**config.mk**
```make
export PLATFORM = sky130hd
export DESIGN_NAME = fpu_issue_queue_flat
export DESIGN_NICKNAME = d
export VERILOG_FILES = /design/src/rtl/fpu_issue_queue_if.sv /design/src/rtl/fpu_issue_queue.sv /design/src/flat_wrapper.sv
export SDC_FILE = /design/constraint.sdc
export NUM_CORES = 1
export LEC_CHECK = 0
export CAP_MARGIN = 20
export CORE_AREA = 2 2 216 133
export DETAILED_ROUTE_END_ITERATION = 12
export DIE_AREA = 0 0 218 135
export PLACE_DENSITY = 0.77
export SLEW_MARGIN = 20
export SYNTH_ARGS = -nofsm -noshare
export SYNTH_HDL_FRONTEND = slang
export SYNTH_SLANG_ARGS = --single-unit
```
**constraint.sdc**
```tcl
create_clock -name ck -period 3.1 [get_ports ck]
set_input_delay 0.31 -clock ck [delete_from_list [all_inputs] [get_ports ck]]
set_output_delay 0.31 -clock ck [all_outputs]
set_load 0.01 [all_outputs]
```
**src/rtl/fpu_issue_queue_if.sv**
```systemverilog
// Issue/commit/dispatch bundle between the XIF side and the FPU model input stage.
interface fpu_issue_queue_if #(
    parameter int unsigned DEPTH      = 4,
    parameter int unsigned X_ID_WIDTH = 4,
    parameter int unsigned XLEN       = 32
);
    localparam int unsigned CNT_W = $clog2(DEPTH + 1);

    logic                  issue_valid;
    logic                  issue_ready;
    logic [31:0]           issue_instr;
    logic [X_ID_WIDTH-1:0] issue_id;
    logic [XLEN-1:0]       issue_rs;
    logic                  issue_accept;
    logic                  commit_valid;
    logic [X_ID_WIDTH-1:0] commit_id;
    logic                  commit_kill;
    logic                  fpu_stall;
    logic                  fpu_enable;
    logic [31:0]           fpu_instruction;
    logic [X_ID_WIDTH-1:0] fpu_id;
    logic [XLEN-1:0]       fpu_data_fromXreg;
    logic [CNT_W-1:0]      count;

    modport slave (
        input  issue_valid, issue_instr, issue_id, issue_rs,
        input  commit_valid, commit_id, commit_kill, fpu_stall,
        output issue_ready, issue_accept,
        output fpu_enable, fpu_instruction, fpu_id, fpu_data_fromXreg, count
    );

    modport master (
        output issue_valid, issue_instr, issue_id, issue_rs,
        output commit_valid, commit_id, commit_kill, fpu_stall,
        input  issue_ready, issue_accept,
        input  fpu_enable, fpu_instruction, fpu_id, fpu_data_fromXreg, count
    );
endinterface

```
**src/rtl/fpu_issue_queue.sv**
```systemverilog
// In-order issue queue: buffers accepted FP instructions, tracks commit/kill per id,
// and dispatches committed heads to the FPU model while it is not stalled.
module fpu_issue_queue #(
    parameter int unsigned DEPTH      = 4,
    parameter int unsigned X_ID_WIDTH = 4,
    parameter int unsigned XLEN       = 32
) (
    input  logic               ck,
    input  logic               rst_n,
    fpu_issue_queue_if.slave   bus
);
    localparam int unsigned PTR_W = $clog2(DEPTH);
    localparam int unsigned CNT_W = $clog2(DEPTH + 1);

    logic [PTR_W-1:0]      rd_ptr_q, rd_ptr_d;
    logic [PTR_W-1:0]      wr_ptr_q, wr_ptr_d;
    logic [CNT_W-1:0]      count_q, count_d;
    logic [DEPTH-1:0]      valid_q, valid_d;
    logic [DEPTH-1:0]      cmt_q, cmt_d;
    logic [DEPTH-1:0]      kill_q, kill_d;
    logic [31:0]           instr_q [DEPTH];
    logic [31:0]           instr_d [DEPTH];
    logic [X_ID_WIDTH-1:0] id_q [DEPTH];
    logic [X_ID_WIDTH-1:0] id_d [DEPTH];
    logic [XLEN-1:0]       rs_q [DEPTH];
    logic [XLEN-1:0]       rs_d [DEPTH];

    logic                  fpu_enable_q, fpu_enable_d;
    logic [31:0]           fpu_instr_q, fpu_instr_d;
    logic [X_ID_WIDTH-1:0] fpu_id_q, fpu_id_d;
    logic [XLEN-1:0]       fpu_data_q, fpu_data_d;

    logic                  issue_ready_c;
    logic                  issue_accept_c;
    logic                  push;
    logic                  pop;

    assign issue_ready_c = rst_n && (count_q < CNT_W'(DEPTH));

    // Opcode filter: only the F/D load/store/fused/op major opcodes are ours.
    always_comb begin
        issue_accept_c = 1'b0;
        case (bus.issue_instr[6:0])
            7'h07, 7'h27, 7'h43, 7'h47, 7'h4B, 7'h4F, 7'h53: issue_accept_c = 1'b1;
            default:                                          issue_accept_c = 1'b0;
        endcase
    end

    // Next state: head pop/dispatch, enqueue, then commit/kill marking on the resulting contents.
    always_comb begin
        rd_ptr_d     = rd_ptr_q;
        wr_ptr_d     = wr_ptr_q;
        count_d      = count_q;
        valid_d      = valid_q;
        cmt_d        = cmt_q;
        kill_d       = kill_q;
        instr_d      = instr_q;
        id_d         = id_q;
        rs_d         = rs_q;
        fpu_enable_d = 1'b0;
        fpu_instr_d  = fpu_instr_q;
        fpu_id_d     = fpu_id_q;
        fpu_data_d   = fpu_data_q;
        push         = bus.issue_valid && issue_ready_c && issue_accept_c;
        pop          = 1'b0;

        // Head decision sees only pre-edge flags; a same-cycle commit acts next cycle.
        if (count_q != '0) begin
            if (kill_q[rd_ptr_q]) begin
                pop = 1'b1;
            end else if (cmt_q[rd_ptr_q] && !bus.fpu_stall) begin
                pop          = 1'b1;
                fpu_enable_d = 1'b1;
                fpu_instr_d  = instr_q[rd_ptr_q];
                fpu_id_d     = id_q[rd_ptr_q];
                fpu_data_d   = rs_q[rd_ptr_q];
            end
        end

        if (pop) begin
            valid_d[rd_ptr_q] = 1'b0;
            cmt_d[rd_ptr_q]   = 1'b0;
            kill_d[rd_ptr_q]  = 1'b0;
            rd_ptr_d          = rd_ptr_q + PTR_W'(1);
        end

        if (push) begin
            valid_d[wr_ptr_q] = 1'b1;
            cmt_d[wr_ptr_q]   = 1'b0;
            kill_d[wr_ptr_q]  = 1'b0;
            instr_d[wr_ptr_q] = bus.issue_instr;
            id_d[wr_ptr_q]    = bus.issue_id;
            rs_d[wr_ptr_q]    = bus.issue_rs;
            wr_ptr_d          = wr_ptr_q + PTR_W'(1);
        end

        // Marking after the enqueue lets a commit hit an entry issued in the same cycle.
        if (bus.commit_valid) begin
            for (int unsigned i = 0; i < DEPTH; i++) begin
                if (valid_d[PTR_W'(i)] && (id_d[PTR_W'(i)] == bus.commit_id)) begin
                    if (bus.commit_kill) begin
                        kill_d[PTR_W'(i)] = 1'b1;
                    end else begin
                        cmt_d[PTR_W'(i)]  = 1'b1;
                    end
                end
            end
        end

        count_d = count_q + CNT_W'(push) - CNT_W'(pop);
    end

    // State and output registers.
    always_ff @(posedge ck or negedge rst_n) begin
        if (!rst_n) begin
            rd_ptr_q     <= '0;
            wr_ptr_q     <= '0;
            count_q      <= '0;
            valid_q      <= '0;
            cmt_q        <= '0;
            kill_q       <= '0;
            for (int unsigned i = 0; i < DEPTH; i++) begin
                instr_q[i] <= '0;
                id_q[i]    <= '0;
                rs_q[i]    <= '0;
            end
            fpu_enable_q <= 1'b0;
            fpu_instr_q  <= '0;
            fpu_id_q     <= '0;
            fpu_data_q   <= '0;
        end else begin
            rd_ptr_q     <= rd_ptr_d;
            wr_ptr_q     <= wr_ptr_d;
            count_q      <= count_d;
            valid_q      <= valid_d;
            cmt_q        <= cmt_d;
            kill_q       <= kill_d;
            instr_q      <= instr_d;
            id_q         <= id_d;
            rs_q         <= rs_d;
            fpu_enable_q <= fpu_enable_d;
            fpu_instr_q  <= fpu_instr_d;
            fpu_id_q     <= fpu_id_d;
            fpu_data_q   <= fpu_data_d;
        end
    end

    assign bus.issue_ready       = issue_ready_c;
    assign bus.issue_accept      = issue_accept_c;
    assign bus.fpu_enable        = fpu_enable_q;
    assign bus.fpu_instruction   = fpu_instr_q;
    assign bus.fpu_id            = fpu_id_q;
    assign bus.fpu_data_fromXreg = fpu_data_q;
    assign bus.count             = count_q;

endmodule

```
**src/flat_wrapper.sv**
```systemverilog
// flat-port wrapper written by rule: the top's interface ports become plain ports
module fpu_issue_queue_flat 
#(
    parameter int unsigned DEPTH      = 4,
    parameter int unsigned X_ID_WIDTH = 4,
    parameter int unsigned XLEN       = 32
)
  (ck, rst_n, bus_issue_valid, bus_issue_instr, bus_issue_id, bus_issue_rs, bus_commit_valid, bus_commit_id, bus_commit_kill, bus_fpu_stall, bus_issue_ready, bus_issue_accept, bus_fpu_enable, bus_fpu_instruction, bus_fpu_id, bus_fpu_data_fromXreg, bus_count);
  fpu_issue_queue_if #(.DEPTH(DEPTH), .X_ID_WIDTH(X_ID_WIDTH), .XLEN(XLEN)) bus_i ();
  input  logic ck;
  input  logic rst_n;
  input wire logic [$bits(bus_i.issue_valid)-1:0] bus_issue_valid;
  input wire logic [$bits(bus_i.issue_instr)-1:0] bus_issue_instr;
  input wire logic [$bits(bus_i.issue_id)-1:0] bus_issue_id;
  input wire logic [$bits(bus_i.issue_rs)-1:0] bus_issue_rs;
  input wire logic [$bits(bus_i.commit_valid)-1:0] bus_commit_valid;
  input wire logic [$bits(bus_i.commit_id)-1:0] bus_commit_id;
  input wire logic [$bits(bus_i.commit_kill)-1:0] bus_commit_kill;
  input wire logic [$bits(bus_i.fpu_stall)-1:0] bus_fpu_stall;
  output wire logic [$bits(bus_i.issue_ready)-1:0] bus_issue_ready;
  output wire logic [$bits(bus_i.issue_accept)-1:0] bus_issue_accept;
  output wire logic [$bits(bus_i.fpu_enable)-1:0] bus_fpu_enable;
  output wire logic [$bits(bus_i.fpu_instruction)-1:0] bus_fpu_instruction;
  output wire logic [$bits(bus_i.fpu_id)-1:0] bus_fpu_id;
  output wire logic [$bits(bus_i.fpu_data_fromXreg)-1:0] bus_fpu_data_fromXreg;
  output wire logic [$bits(bus_i.count)-1:0] bus_count;
  assign bus_i.issue_valid = bus_issue_valid;
  assign bus_i.issue_instr = bus_issue_instr;
  assign bus_i.issue_id = bus_issue_id;
  assign bus_i.issue_rs = bus_issue_rs;
  assign bus_i.commit_valid = bus_commit_valid;
  assign bus_i.commit_id = bus_commit_id;
  assign bus_i.commit_kill = bus_commit_kill;
  assign bus_i.fpu_stall = bus_fpu_stall;
  assign bus_issue_ready = bus_i.issue_ready;
  assign bus_issue_accept = bus_i.issue_accept;
  assign bus_fpu_enable = bus_i.fpu_enable;
  assign bus_fpu_instruction = bus_i.fpu_instruction;
  assign bus_fpu_id = bus_i.fpu_id;
  assign bus_fpu_data_fromXreg = bus_i.fpu_data_fromXreg;
  assign bus_count = bus_i.count;
  fpu_issue_queue #(.DEPTH(DEPTH), .X_ID_WIDTH(X_ID_WIDTH), .XLEN(XLEN)) u_core (.ck(ck), .rst_n(rst_n), .bus(bus_i));
endmodule
```
**After elaboration in Yosys (flattened, before gate mapping)**

Cells that the tools add are included.

- Output and inout bits: 74
- Register bits after elaboration: 360
- Word-level logic and storage cells: 126

- Add/subtract/negate cells: 4
- Reductions and logical operators: 15
- Order comparisons: 8
- Multiplexer cells: 55
- Eq/ne operators: 11
- Bitwise logic cells: 11

Operators by type and width:

| operator | count |
|---|---|
| 128-bit bitwise mux | 2 |
| 32-bit two-way mux | 5 |
| 32-bit binary-select mux with 2-bit select | 2 |
| 32-bit demux with 2-bit select | 1 |
| 4-bit two-way mux | 11 |
| 7-bit equality test (second input constant) | 5 |
| 1-bit two-way mux | 26 |
| 4-bit AND | 5 |
| 16-bit bitwise mux | 1 |
| 4-bit equality test | 4 |
| 16-bit two-way mux | 1 |
| 1-bit logical AND | 11 |
| 4-bit binary-select mux with 2-bit select | 1 |
| 4-bit demux with 2-bit select | 1 |
| 4-bit NOT | 2 |
| 7-bit by 3-bit equality test with 1-bit output (second input constant) | 1 |
| 7-bit by 6-bit equality test with 1-bit output (second input constant) | 1 |
| 7-bit OR reduction | 1 |
| 3-bit >= comparator (second input constant) | 2 |
| 2-bit by 3-bit < comparator with 1-bit output (second input constant) | 2 |
| 2-bit NOT with 3-bit output | 2 |
| 2-bit by 1-bit adder with 2-bit output (second input constant) | 2 |
| 1-bit binary-select mux with 2-bit select | 2 |
| 1-bit demux with 2-bit select | 2 |
| other kinds (10) | 11 |

**Longest topological paths before layout**

Gate-level depths: netlist of run 1.

- Depth in word-level cells: 12
- Gate-level depth with buffers: 10
- Mapped depth without buffers: 9

**Worst setup path before layout of run 1**

No wires, ideal clock.

- Kind: register -> register
- Start point: register u_core.rd_ptr_q[0]
- End point: register u_core.cmt_q[2]
- Cell stages (with the launch flop): 11
- Arrival: 2773 ps
- Period minus slack after synthesis: 2868 ps
- Setup time: 95 ps
- Path slack: 232 ps
- Path through: dfrtp_1 > buf_2 > buf_1 > buf_2 > inv_1 > ha_1 > nor3b_1 > a2111oi_2 > a31oi_1 > a221o_1 > o31ai_1

- Longest elaborated chain between the ends: 12
- Elaborated cells on any way between the ends: 26
- Those cells by class: 2 x order compare; 16 x mux; 5 x bitwise; 3 x reduce/logical

Ends and longest elaborated chain:

| element | line | RTL |
|---|---|---|
| start, declared | fpu_issue_queue.sv:15 | `logic [PTR_W-1:0] rd_ptr_q, rd_ptr_d;` |
| start signal, assigned | fpu_issue_queue.sv:132 | `rd_ptr_q <= rd_ptr_d;` |
| 2-bit by 3-bit < comparator with 1-bit output (not written as such), or another cell as far along | fpu_issue_queue.sv:81, fpu_issue_queue.sv:82 |  |
| 1-bit logical AND (not written as such) or 1-bit two-way mux (tied branches) | fpu_issue_queue.sv:81, fpu_issue_queue.sv:82, fpu_issue_queue.sv:71 |  |
| 1-bit two-way mux (not written as such) or 1-bit logical AND (tied branches) | fpu_issue_queue.sv:81, fpu_issue_queue.sv:82, fpu_issue_queue.sv:71 |  |
| 1-bit demux with 2-bit select or 1-bit two-way mux (tied branches) | - |  |
| 4-bit NOT (no line) or 1-bit two-way mux (tied branches) | - |  |
| 4-bit AND (no line) or 1-bit two-way mux (tied branches) | - |  |
| 4-bit two-way mux | fpu_issue_queue.sv:80 | `if (pop) begin` |
| 4-bit AND (no line) or 4-bit bitwise OR (tied branches) | - |  |
| 4-bit two-way mux | fpu_issue_queue.sv:87 | `if (push) begin` |
| 1-bit two-way mux or 1-bit logical AND (tied branches) | fpu_issue_queue.sv:101, fpu_issue_queue.sv:100 |  |
| 1-bit two-way mux | fpu_issue_queue.sv:100 | `if (valid_d[PTR_W'(i)] && (id_d[PTR_W'(i)] == bus.commit_id)) begin` |
| 4-bit two-way mux (*) | fpu_issue_queue.sv:98 | `if (bus.commit_valid) begin` |
| via u_core.cmt_d[2] | fpu_issue_queue.sv:19 | `logic [DEPTH-1:0] cmt_q, cmt_d;` |
| end signal, assigned | fpu_issue_queue.sv:136 | `cmt_q <= cmt_d;` |
| end, declared | fpu_issue_queue.sv:19 |  |

Mark *: on every way through the listed nets, which the timed path passes. The rest lies on a longest branch. The select of a mux whose other input is x is not followed.
A chain may end at the register's enable or synchronous reset.

**Worst setup path in the final report of run 1**

- Start point: register u_core.rd_ptr_q[0]
- End point: register u_core.count_q[2] (netlist: u_core.bus.count[2])

- Longest elaborated chain between the ends: 7
- Elaborated cells on any way between the ends: 9
- Those cells by class: 1 x add/sub; 7 x mux; 1 x reduce/logical

Ends and longest elaborated chain:

| element | line | RTL |
|---|---|---|
| 1-bit binary-select mux with 2-bit select | fpu_issue_queue.sv:71 | `end else if (cmt_q[rd_ptr_q] && !bus.fpu_stall) begin` |
| 1-bit two-way mux (not written as such) | fpu_issue_queue.sv:71 |  |
| 1-bit logical AND | fpu_issue_queue.sv:71 |  |
| 1-bit two-way mux | fpu_issue_queue.sv:71 |  |
| 1-bit two-way mux (*) | fpu_issue_queue.sv:69 | `if (kill_q[rd_ptr_q]) begin` |
| 1-bit two-way mux (*) | fpu_issue_queue.sv:68 | `if (count_q != '0) begin` |
| 3-bit by 1-bit subtractor with 3-bit output (*) | fpu_issue_queue.sv:110 | `count_d = count_q + CNT_W'(push) - CNT_W'(pop);` |
| via u_core.count_d[2] | fpu_issue_queue.sv:17 | `logic [CNT_W-1:0] count_q, count_d;` |
| end signal, assigned | fpu_issue_queue.sv:134 | `count_q <= count_d;` |
| end, declared | fpu_issue_queue.sv:17 |  |

Marks and branches as above.

==> flow_summary_export.csv, run 1 <==
group,metric,value,unit
synth,syn_avg_cell_area,12.6,um2
placement,routabilityCongestion,0.827,
power,p_sw_share,27.1,%
final_layout,multi_input_area,6190,um2
synth,synth_top_family_by_area,"multiplexers",
drt,first_pass_iters,5,
final_layout,post-route-util,68.4,%
power,vdd_drop_max,404,uV
worst_hold_path,worstHoldPathType,"input port to async pin",
clock_tree,clkSinkCount,360,
clock_tree,numCtsBuffers,34,
floorplanning,die_width,218,um
power,p_per_area,698,nW/um2
floorplanning,coreArea,27300,um2
outcome,status,"completed",
drt,drc_errors,0,
setup_path,path_class,"flip-flop to flip-flop",
setup_path,r2r_setup_slack,0.16,ns
setup_path,r2r-start,"u_core.rd_ptr_q[0]$_DFFE_PN0N_",
sta,hold_viol,0,
drt,drtIter0Drc,797,
drt,final_antenna_net_count,0,
synth,synth.area.mux_share,24.8,%
sta,setup_viol,0,
drt,finalWirelength,36600,um
synth,syn_nets,1319,
sta,tightest_slew,0.978,ns
global_route,grt_pass1_vias,10600,
synth,syn_inst,1230,
drt,vias,10000,
setup_path,reg2reg_depth,9,
final_layout,area_growth,20.4,%
synth,synthArstFlopShare,100,%
setup_path,critPathMaxStageDelay,0.56,ns
sta,max_freq,341,MHz
clock_tree,cts_tree,"built",
setup_path,endpoint_kind,"flip-flop",
synth,yosysSeqAreaShare,58.1,%
setup_path,cp_cell_sequence,"mux4_2 > a221oi_2 > nor2_1 > ha_1 > inv_1 > ha_1 > fa_1 > xor2_1 > xnor2_1",
synth,ys_seq_elements,360,
floorplanning,dieArea,29400,um2
clock_tree,htreeDepth,2,
power,clockPowerShare,33.5,%
setup_path,cp-start-kind,"flip-flop",
final_layout,drive_above_1_share,25.4,%
clock_tree,clock_path_buffers,3,
sta,setup-tns-final,0,ns
clock_tree,cts_root_buffer,"clkbuf_16",
clock_tree,clk_pin_slew,0.07,ns
synth,yosysWarningCount,0,
power,p_leak,9.40,nW
global_route,grt_pass1_wl,59000,um
final_layout,regArea,9020,um2
sta,relSlewSlack,34.8,%
synth,post_synth_fa_ha_maj_area_fraction,0.936,%
clock_tree,cts_resized,0,
placement,io_buffers,151,
drt,wl_per_cell,20.7,um
synth,syn_area,15500,um2
floorplanning,start_util,56.8,%
floorplanning,num_io_pins,152,
job,maxCapViolCount,0,
sta,fin_skew,0.0166,ns
setup_path,reg2reg_to,"u_core.bus.count[2]$_DFF_PN0_",
setup_path,crit_top_cell,"ha_1",
drt,via_per_inst,5.69,
sta,fin_crit_sh,94.7,%
global_route,antenna_found_initial,2,
global_route,gr-total-overflow,0,
synth,yosys.area_share.simple,11.6,%
power,seq_power_share,44.8,%
sta,maxSlewViolCount,0,
global_route,grt_max_degree,151,
setup_path,worstPathArrival,3.34,ns
power,power,13.0,mW
setup_path,cp.required,3.50,ns
floorplanning,rows,47,
placement,dpl.hpwl,22100,um
synth,synth_compound_area_share,1.40,%
global_route,grt_use_total,26.0,%
sta,rsz0062_at_grt,"false",
floorplanning,die_y,135,um
clock_tree,clock_latency,0.53,ns
synth,synth_xor_area_share,1.07,%
power,intPower,9.50,mW
setup_path,crit_slowest_cell,"mux4_2",
power,power.switching,3.53,mW
setup_path,path_max_fanout,10,
power,power_frac_comb,21.7,%
sta,period_needed,2.94,ns
final_layout,fillers,1965,
synth,synth-edff-count,0,
final_layout,nets,1462,
synth,synth.distinct_cells,41,
clock_tree,postCtsSetupBuffers,0,
synth,synthFlopType,"dfrtp_1",
worst max path at each step:
| stage | startpoint | endpoint | slack (ns) |
|---|---|---|---|
| floorplan | u_core.rd_ptr_q[0]$_DFFE_PN0N_ | u_core.cmt_q[2]$_DFF_PN0_ | 0.23 |
| global placement | u_core.rd_ptr_q[0]$_DFFE_PN0N_ | u_core.bus.count[2]$_DFF_PN0_ | 0.25 |
| detailed placement | u_core.rd_ptr_q[0]$_DFFE_PN0N_ | u_core.bus.count[2]$_DFF_PN0_ | 0.19 |
| CTS | u_core.rd_ptr_q[0]$_DFFE_PN0N_ | u_core.bus.count[2]$_DFF_PN0_ | 0.17 |
| global route | u_core.rd_ptr_q[0]$_DFFE_PN0N_ | u_core.bus.count[2]$_DFF_PN0_ | 0.04 |
| finish | u_core.rd_ptr_q[0]$_DFFE_PN0N_ | u_core.bus.count[2]$_DFF_PN0_ | 0.16 |
timing repair:
item,CTS,global route
hold buffers,1,0
hold endpoints to repair,27,0
endpoints found under the setup margin,0,0
registers in the layout (all words and copies together), names as in the netlist:
signal and cells:
u_core.id_q 16, u_core.bus.fpu_instruction 32, u_core.bus.fpu_enable 1, u_core.rs_q 128, u_core.bus.fpu_id 4, u_core.kill_q 4
u_core.bus.fpu_data_fromXreg 32, u_core.bus.count 3, u_core.instr_q 128, u_core.valid_q 4, u_core.rd_ptr_q 2, u_core.cmt_q 4
u_core.wr_ptr_q 2
metal layers:
layer  share of wire [%]  vias up  wire length, um  global-route usage, %
met3                 6.0       50             2180                   5.14
met2                  48      315            17600                   41.8
met4                 1.5        0              562                   6.69
li1                    -     4475                -                      -
met1                  44     5205            16200                   37.0
met5                   0        -                0                      0
synth_stat cells (all sizes together), types with 3 or more instances:
cell type | count | area (um2)
dfrtp | 360 | 9010
buf | 16 | 71.3
clkbuf | 54 | 203
inv | 15 | 56.3
o21ai | 8 | 40.0
ha | 10 | 125
nand2b | 8 | 50.1
nor2 | 8 | 30.0
a21oi | 4 | 20.0
nand2 | 408 | 1530
and2 | 7 | 43.8
nand4 | 4 | 25.0
mux2 | 202 | 2270
nor4 | 3 | 18.8
mux4 | 69 | 1550
nor2b | 4 | 25.0
xor2 | 13 | 114
xnor2 | 6 | 52.6
power groups by stage:
stage	Sequential (mW)	Clock [mW]	Combinational [mW]
finish	5.83	4.37	2.83
CTS	5.82	4.45	2.87
global route	5.91	4.66	3.05
floorplan	5.77	0	1.78
global placement	5.87	0	2.79
detailed placement	5.90	0	2.86
per-stage QoR:
stage          cell area, um2  cells  worst slack, ns  hold WS, ns
2_1_floorplan           15500   1230            0.232       0.0144
3_3_place_gp            17500   1703            0.247        0.199
3_5_place_dp            17500   1703            0.190        0.199
4_1_cts                 18700   1763            0.175        0.234
5_1_grt                 18700   1765           0.0393        0.265
6_report                18700   1765            0.164        0.244
cell families (layout without fill, tap and decap cells):
kind of cell,Yosys count,in the layout
flip-flops,360,360
multiplexers,273,273
adder cells (fa/ha/maj),11,11
XOR/XNOR,19,19
AND/OR/NAND/NOR,453,453
AO/OA/AOI/OAI,29,29
buffers and inverters,85,251
other,0,2
final cells by class:
class | instances | share of cell area [%]
Tap cell | 367 | 2.46
Timing Repair Buffer | 177 | 9.38
Antenna cell | 2 | 0.0268
Multi-Input combinational cell | 785 | 33.2
Sequential cell | 360 | 48.3
Clock buffer | 54 | 5.95
Clock inverter | 5 | 0.402
Inverter | 15 | 0.302
worst max-delay path, delay by kind of cell (launching register included):
kind	cells	cell delay, ns
adder cells (fa/ha/maj)	3	0.95
multiplexers	1	0.56
flip-flops	1	0.54
XOR/XNOR	2	0.31
AO/OA/AOI/OAI	1	0.22
AND/OR/NAND/NOR	1	0.18
buffers and inverters	1	0.04
layout by cell type (no fill, tap or decap), types with 3 or more instances in the layout:
cell type / n
clkinv_2: 3
clkbuf_1: 5
dfrtp_1: 358
mux2_2: 194
mux2_1: 8
ha_1: 10
xnor2_1: 6
mux4_2: 69
nand4_1: 4
nor2b_1: 4
nor2_1: 8
inv_1: 15
clkbuf_16: 37
nand2_1: 407
a21oi_1: 4
nor4_1: 3
clkdlybuf4s50_1: 150
o21ai_0: 8
and2_1: 7
buf_4: 22
clkbuf_8: 12
buf_12: 3
nand2b_1: 8
xor2_1: 13
(Power assumes the default switching activity.)
==> run 2, diff against run 1 <==
--- a/config.mk
+++ b/config.mk
@@ -5,11 +5,13 @@
 export SDC_FILE = /design/constraint.sdc
 export NUM_CORES = 1
 export LEC_CHECK = 0
+export ABC_CLOCK_PERIOD_IN_PS = 3100
 export CAP_MARGIN = 20
 export CORE_AREA = 2 2 216 133
 export DETAILED_ROUTE_END_ITERATION = 12
 export DIE_AREA = 0 0 218 135
 export PLACE_DENSITY = 0.77
+export RECOVER_POWER = 100
 export SLEW_MARGIN = 20
 export SYNTH_ARGS = -nofsm -noshare
 export SYNTH_HDL_FRONTEND = slang
==> run 2 against run 1 <==
The flow now finishes with violations (max-capacitance violations, max-slew violations). Die area stayed put. Routed wire length fell by 0.47%. Critical endpoint is now u_core.kill_q[1]$_DFF_PN0_. Largest power group unchanged. Total power down 0.67%. Combinational power down 3%. Sequential power is essentially flat. Register-to-register slack is essentially flat.
==> flow_summary_export.csv, run 2 (synthesis results as in run 1) <==
group,metric,value,unit
outcome,status,"finished with violations",
outcome,violations,"max-capacitance violations, max-slew violations",
clock_tree,htreeDepth,2,
placement,placed_cells_incl_taps,1703,
power,vdd_drop_max,402,uV
sta,relSlewSlack,-33.5,%
drt,final_antenna_net_count,0,
final_layout,stdcell_area,18600,um2
drt,drtIter0Drc,835,
setup_path,critPathMaxStageDelay,1.15,ns
drt,wl_per_cell,20.7,um
global_route,grt_pass1_vias,10600,
floorplanning,die_y,135,um
clock_tree,clock_latency,0.52,ns
setup_path,path_class,"flip-flop to flip-flop",
setup_path,path_depth,7,
final_layout,stdcell_count,1765,
floorplanning,dieArea,29400,um2
power,p_per_area,696,nW/um2
setup_path,worstPathArrival,3.38,ns
sta,hold_viol,0,
placement,routabilityCongestion,0.827,
setup_path,path_max_fanout,47,
clock_tree,cts_tree,"built",
setup_path,crit_path_start,"u_core.rd_ptr_q[1]$_DFFE_PN0N_",
sta,setup_viol,0,
sta,setup-tns-final,0,ns
clock_tree,clock_path_buffers,3,
drt,via_per_inst,5.66,
drt,vias,9993,
clock_tree,clk_pin_slew,0.06,ns
placement,dpl.hpwl,22100,um
floorplanning,die_width,218,um
sta,fin_crit_sh,95.0,%
worst_hold_path,worstHoldPathType,"input port to async pin",
sta,maxSlewViolCount,227,
drt,first_pass_iters,5,
sta,rsz0062_at_grt,"false",
placement,pre_cts_ws,0.190,ns
placement,placed_cell_area,17500,um2
final_layout,nets,1462,
final_layout,drive_above_1_share,24.9,%
sta,period_needed,2.94,ns
final_layout,final_common_cell,"nand2_1",
clock_tree,numCtsBuffers,34,
drt,finalWirelength,36400,um
sta,fin_ws,0.156,ns
setup_path,r2r-start,"u_core.rd_ptr_q[1]$_DFFE_PN0N_",
sta,tightest_slew,2.00,ns
clock_tree,clkSinkCount,360,
final_layout,layout_common_cells,"nand2_1 (408), dfrtp_1 (358), mux2_2 (192), clkdlybuf4s50_1 (76), dlygate4sd3_1 (75)",
sta,fin_skew,0.0171,ns
setup_path,cp_num_buf_inv,2,
sta,hold_slack,0.240,ns
floorplanning,start_util,56.8,%
floorplanning,coreArea,27300,um2
sta,max_freq,340,MHz
setup_path,crit_slowest_cell,"clkbuf_2",
setup_path,reg2reg_to,"u_core.kill_q[1]$_DFF_PN0_",
job,maxCapViolCount,3,
setup_path,reg2reg_depth,7,
power,p_leak,9.62,nW
final_layout,area_growth,20.0,%
global_route,grt_max_degree,151,
setup_path,r2r_setup_slack,0.16,ns
floorplanning,num_io_pins,152,
clock_tree,cts_root_buffer,"clkbuf_16",
clock_tree,postCtsSetupBuffers,0,
placement,io_buffers,151,
global_route,grt_pass1_wl,59000,um
setup_path,endpoint_kind,"flip-flop",
setup_path,endpoint,"u_core.kill_q[1]$_DFF_PN0_",
setup_path,cp.required,3.53,ns
final_layout,reg_top3,"u_core.instr_q x128, u_core.rs_q x128",
setup_path,crit_top_cell,"nand2_1",
global_route,antenna_found_initial,2,
global_route,grt_use_total,26.0,%
global_route,gr-total-overflow,0,
setup_path,path_delay_family,"buffers and inverters",
drt,drc_errors,0,
setup_path,cp_cell_sequence,"clkbuf_2 > inv_1 > ha_1 > nand2_1 > nand2_1 > o21a_1 > o21ai_0",
floorplanning,rows,47,
setup_path,cp-start-kind,"flip-flop",
## run 2: cell types whose count changed in the layout (fill, tap and decap cells not counted), moves of 5 or more
cell	previous run	this run
clkbuf_4	0	5
clkbuf_2	0	10
clkdlybuf4s50_1	150	76
dlygate4sd3_1	1	75
buf_4	22	7
## run 2: repair_timing
item                                   in CTS  in global routing
setup endpoints to repair                   0                  0
hold buffers                                1                  0
endpoints found under the hold margin      27                  0
resized for setup                           0                  0
## run 2: stage by stage
step / utilization [%] / power, mW
finish: 68.2 / 12.9
floorplan: - / 7.55
global route: 68.2 / 13.5
global placement: 64.0 / 8.66
detailed placement: 64.0 / 8.76
CTS: 68.4 / 13.1
## run 2: worst min-delay path by stage
stage | start | to | cells past startpoint
finish | rst_n | u_core.instr_q[67]$_DFFE_PN0P_ | 2
detailed placement | rst_n | u_core.instr_q[67]$_DFFE_PN0P_ | 1
global placement | rst_n | u_core.instr_q[35]$_DFFE_PN0P_ | 1
CTS | rst_n | u_core.instr_q[67]$_DFFE_PN0P_ | 2
global route | rst_n | u_core.instr_q[67]$_DFFE_PN0P_ | 2
floorplan | rst_n | u_core.bus.count[0]$_DFF_PN0_ | 0
## run 2: report_power, final
part	internal [mW]	total (mW)	leakage, nW	switching, mW
Clock	2.62	4.37	0.588	1.75
Sequential	5.36	5.82	4.95	0.460
Combinational	1.45	2.75	4.08	1.30
## run 2: layer usage
metal / GRT usage (%) / share of wire [%] / up-vias
met2: 41.8 / 48 / 286
met4: 6.69 / 1.3 / 0
met1: 37.0 / 44 / 5178
li1: - / - / 4485
met3: 5.14 / 6.0 / 44
met5: 0 / 0 / -
## run 2: layout make-up
type,count,area [um2]
flip-flops and latches,360,9020
repair buffers,177,1700
well taps,367,459
diodes,2,5.00
fillers,1976,8680
clock buffers,54,1110
clock inverters,5,75.1
multi-input cells,785,6180
inverters,15,56.3
==> run 3, diff against run 2 <==
--- a/config.mk
+++ b/config.mk
@@ -10,7 +10,7 @@
 export CORE_AREA = 2 2 216 133
 export DETAILED_ROUTE_END_ITERATION = 12
 export DIE_AREA = 0 0 218 135
-export PLACE_DENSITY = 0.77
+export PLACE_DENSITY = 0.81
 export RECOVER_POWER = 100
 export SLEW_MARGIN = 20
 export SYNTH_ARGS = -nofsm -noshare
==> run 3 against run 2 <==
The flow still finishes with violations (max-capacitance violations, max-slew violations). Total power fell by 2.6%. Routed wire length fell by 1.3%. Critical path depth fell by 1. Critical endpoint is now bus_issue_accept. Worst hold slack improved by 0.17 ns. Largest cell class unchanged. Highest routed layer is now met5. Non-clock buffer count rose by 1. Clock skew barely moved.
==> flow_summary_export.csv, run 3 (synthesis results as in run 1) <==
group,metric,value,unit
outcome,status,"finished with violations",
outcome,violations,"max-capacitance violations, max-slew violations",
setup_path,cp.required,2.79,ns
sta,setup-tns-final,0,ns
global_route,grt_max_degree,156,
setup_path,r2r-start,"u_core.bus.count[2]$_DFF_PN0_",
global_route,antenna_found_initial,3,
clock_tree,numCtsBuffers,34,
clock_tree,cts_tree,"built",
setup_path,r2r_setup_slack,0.31,ns
floorplanning,start_util,56.8,%
setup_path,endpoint_kind,"output port",
floorplanning,num_io_pins,152,
power,vdd_drop_max,387,uV
sta,fin_crit_sh,93.1,%
setup_path,cp_num_buf_inv,3,
setup_path,reg2reg_depth,7,
drt,via_per_inst,5.71,
floorplanning,coreArea,27300,um2
drt,vias,10100,
clock_tree,clkSinkCount,360,
sta,hold_viol,0,
global_route,grtUsageMet1,37.8,%
setup_path,crit_slowest_cell,"dlygate4sd3_1",
setup_path,endpoint,"bus_issue_accept",
setup_path,worstPathArrival,2.58,ns
clock_tree,htreeDepth,2,
worst_hold_path,hold_depth,3,
setup_path,cp_cell_sequence,"dlygate4sd3_1 > nor2_1 > a2111oi_2 > clkbuf_1 > and2_1 > clkdlybuf4s50_1",
drt,wl_per_cell,20.4,um
sta,tightest_slew,2.16,ns
placement,routabilityCongestion,0.839,
global_route,grt_pass1_wl,59300,um
sta,period_needed,2.89,ns
global_route,grt_use_met2,41.2,%
floorplanning,rows,47,
clock_tree,postCtsSetupBuffers,0,
power,power,12.6,mW
global_route,top_usage_layer,"met2",
final_layout,reg_top3,"u_core.instr_q x128, u_core.rs_q x128",
setup_path,path_class,"input port to output port",
clock_tree,clock_latency,0.52,ns
setup_path,path_delay_family,"buffers and inverters",
final_layout,final_common_cell,"nand2_1",
final_layout,nets,1463,
power,p_leak,9.57,nW
clock_tree,clk_pin_slew,0.06,ns
sta,relSlewSlack,-43.7,%
setup_path,critPathMaxStageDelay,0.68,ns
job,maxCapViolCount,1,
clock_tree,cts_resized,0,
global_route,grt_pass1_vias,10600,
placement,dpl.hpwl,22600,um
setup_path,cp-start-kind,"input port",
setup_path,reg2reg_to,"u_core.rs_q[109]$_DFFE_PN0P_",
drt,drc_errors,0,
drt,final_antenna_net_count,0,
final_layout,post-route-util,67.8,%
final_layout,area_growth,19.2,%
setup_path,path_max_fanout,7,
global_route,grt_use_total,25.9,%
drt,first_pass_iters,5,
power,p_per_area,682,nW/um2
drt,finalWirelength,36000,um
setup_path,path_depth,6,
global_route,use_met3,4.75,%
global_route,gr-total-overflow,0,
sta,rsz0062_at_grt,"false",
floorplanning,dieArea,29400,um2
setup_path,crit_path_start,"bus_issue_instr[2]",
worst_hold_path,worstHoldPathType,"input port to flip-flop",
final_layout,layout_common_cells,"nand2_1 (408), dfrtp_1 (358), mux2_2 (192), clkdlybuf4s50_1 (76), dlygate4sd3_1 (74)",
drt,drtIter0Drc,777,
sta,maxSlewViolCount,155,
clock_tree,clock_path_buffers,3,
sta,fin_skew,0.0169,ns
sta,max_freq,346,MHz
clock_tree,holdBufCountCts,0,
placement,io_buffers,151,
floorplanning,die_y,135,um
final_layout,drive_above_1_share,24.8,%
floorplanning,die_width,218,um
sta,setup_viol,0,
clock_tree,cts_root_buffer,"clkbuf_16",
[run 3: cell count changes in the layout (fill, tap and decap cells not counted), sizes merged]
cell	change
clkinv	+4
inv	+1
bufinv	-1
clkbuf	-3
dlygate4sd3	-1
clkinvlp	+1
[run 3: final cells by class]
cell class	count	area, um2
Antenna cell	2	5.00
Multi-Input combinational cell	785	6180
Clock buffer	49	998
Tap cell	367	459
Clock inverter	10	85.1
Fill cell	1988	8790
Timing Repair Buffer	178	1690
Sequential cell	360	9020
Inverter	15	56.3
[run 3: tightest hold or removal path, stage by stage]
cell,delay (ns)
clkdlybuf4s50_1,0.46
nand2_1,0.08
nand2_1,0.05
[run 3: through the flow]
| step | hold slack (ns) | cells | instance area [um2] | worst slack, ns |
|---|---|---|---|---|
| 4_1_cts | 0.00377 | 1764 | 18600 | 0.364 |
| 2_1_floorplan | 0.0144 | 1230 | 15500 | 0.232 |
| 3_5_place_dp | 0.450 | 1705 | 17500 | 0.273 |
| 6_report | 0.413 | 1766 | 18500 | 0.214 |
| 3_3_place_gp | 0.443 | 1705 | 17500 | 0.413 |
| 5_1_grt | 0.423 | 1765 | 18500 | 0.0827 |
[run 3: per-layer routing]
layer / vias up / wire (um)
met3: 53 / 1990
met5: - / 13
li1: 4490 / -
met4: 2 / 583
met2: 290 / 17000
met1: 5252 / 16400
[run 3: how the worst min path moves through the flow]
stage,from,endpoint,slack [ns]
2_1_floorplan,rst_n,u_core.bus.count[0]$_DFF_PN0_,0.01
3_3_place_gp,u_core.rs_q[37]$_DFFE_PN0P_,u_core.rs_q[37]$_DFFE_PN0P_,0.44
3_5_place_dp,u_core.instr_q[97]$_DFFE_PN0P_,u_core.instr_q[97]$_DFFE_PN0P_,0.45
4_1_cts,rst_n,u_core.instr_q[7]$_DFFE_PN0P_,0.004
5_1_grt,bus_issue_rs[12],u_core.rs_q[108]$_DFFE_PN0P_,0.42
6_report,bus_issue_rs[7],u_core.rs_q[39]$_DFFE_PN0P_,0.41
[run 3: where the power goes]
part	internal (mW)	total, mW	switching [mW]
clock network	2.33	4.07	1.74
registers	5.36	5.81	0.447
logic	1.44	2.73	1.29
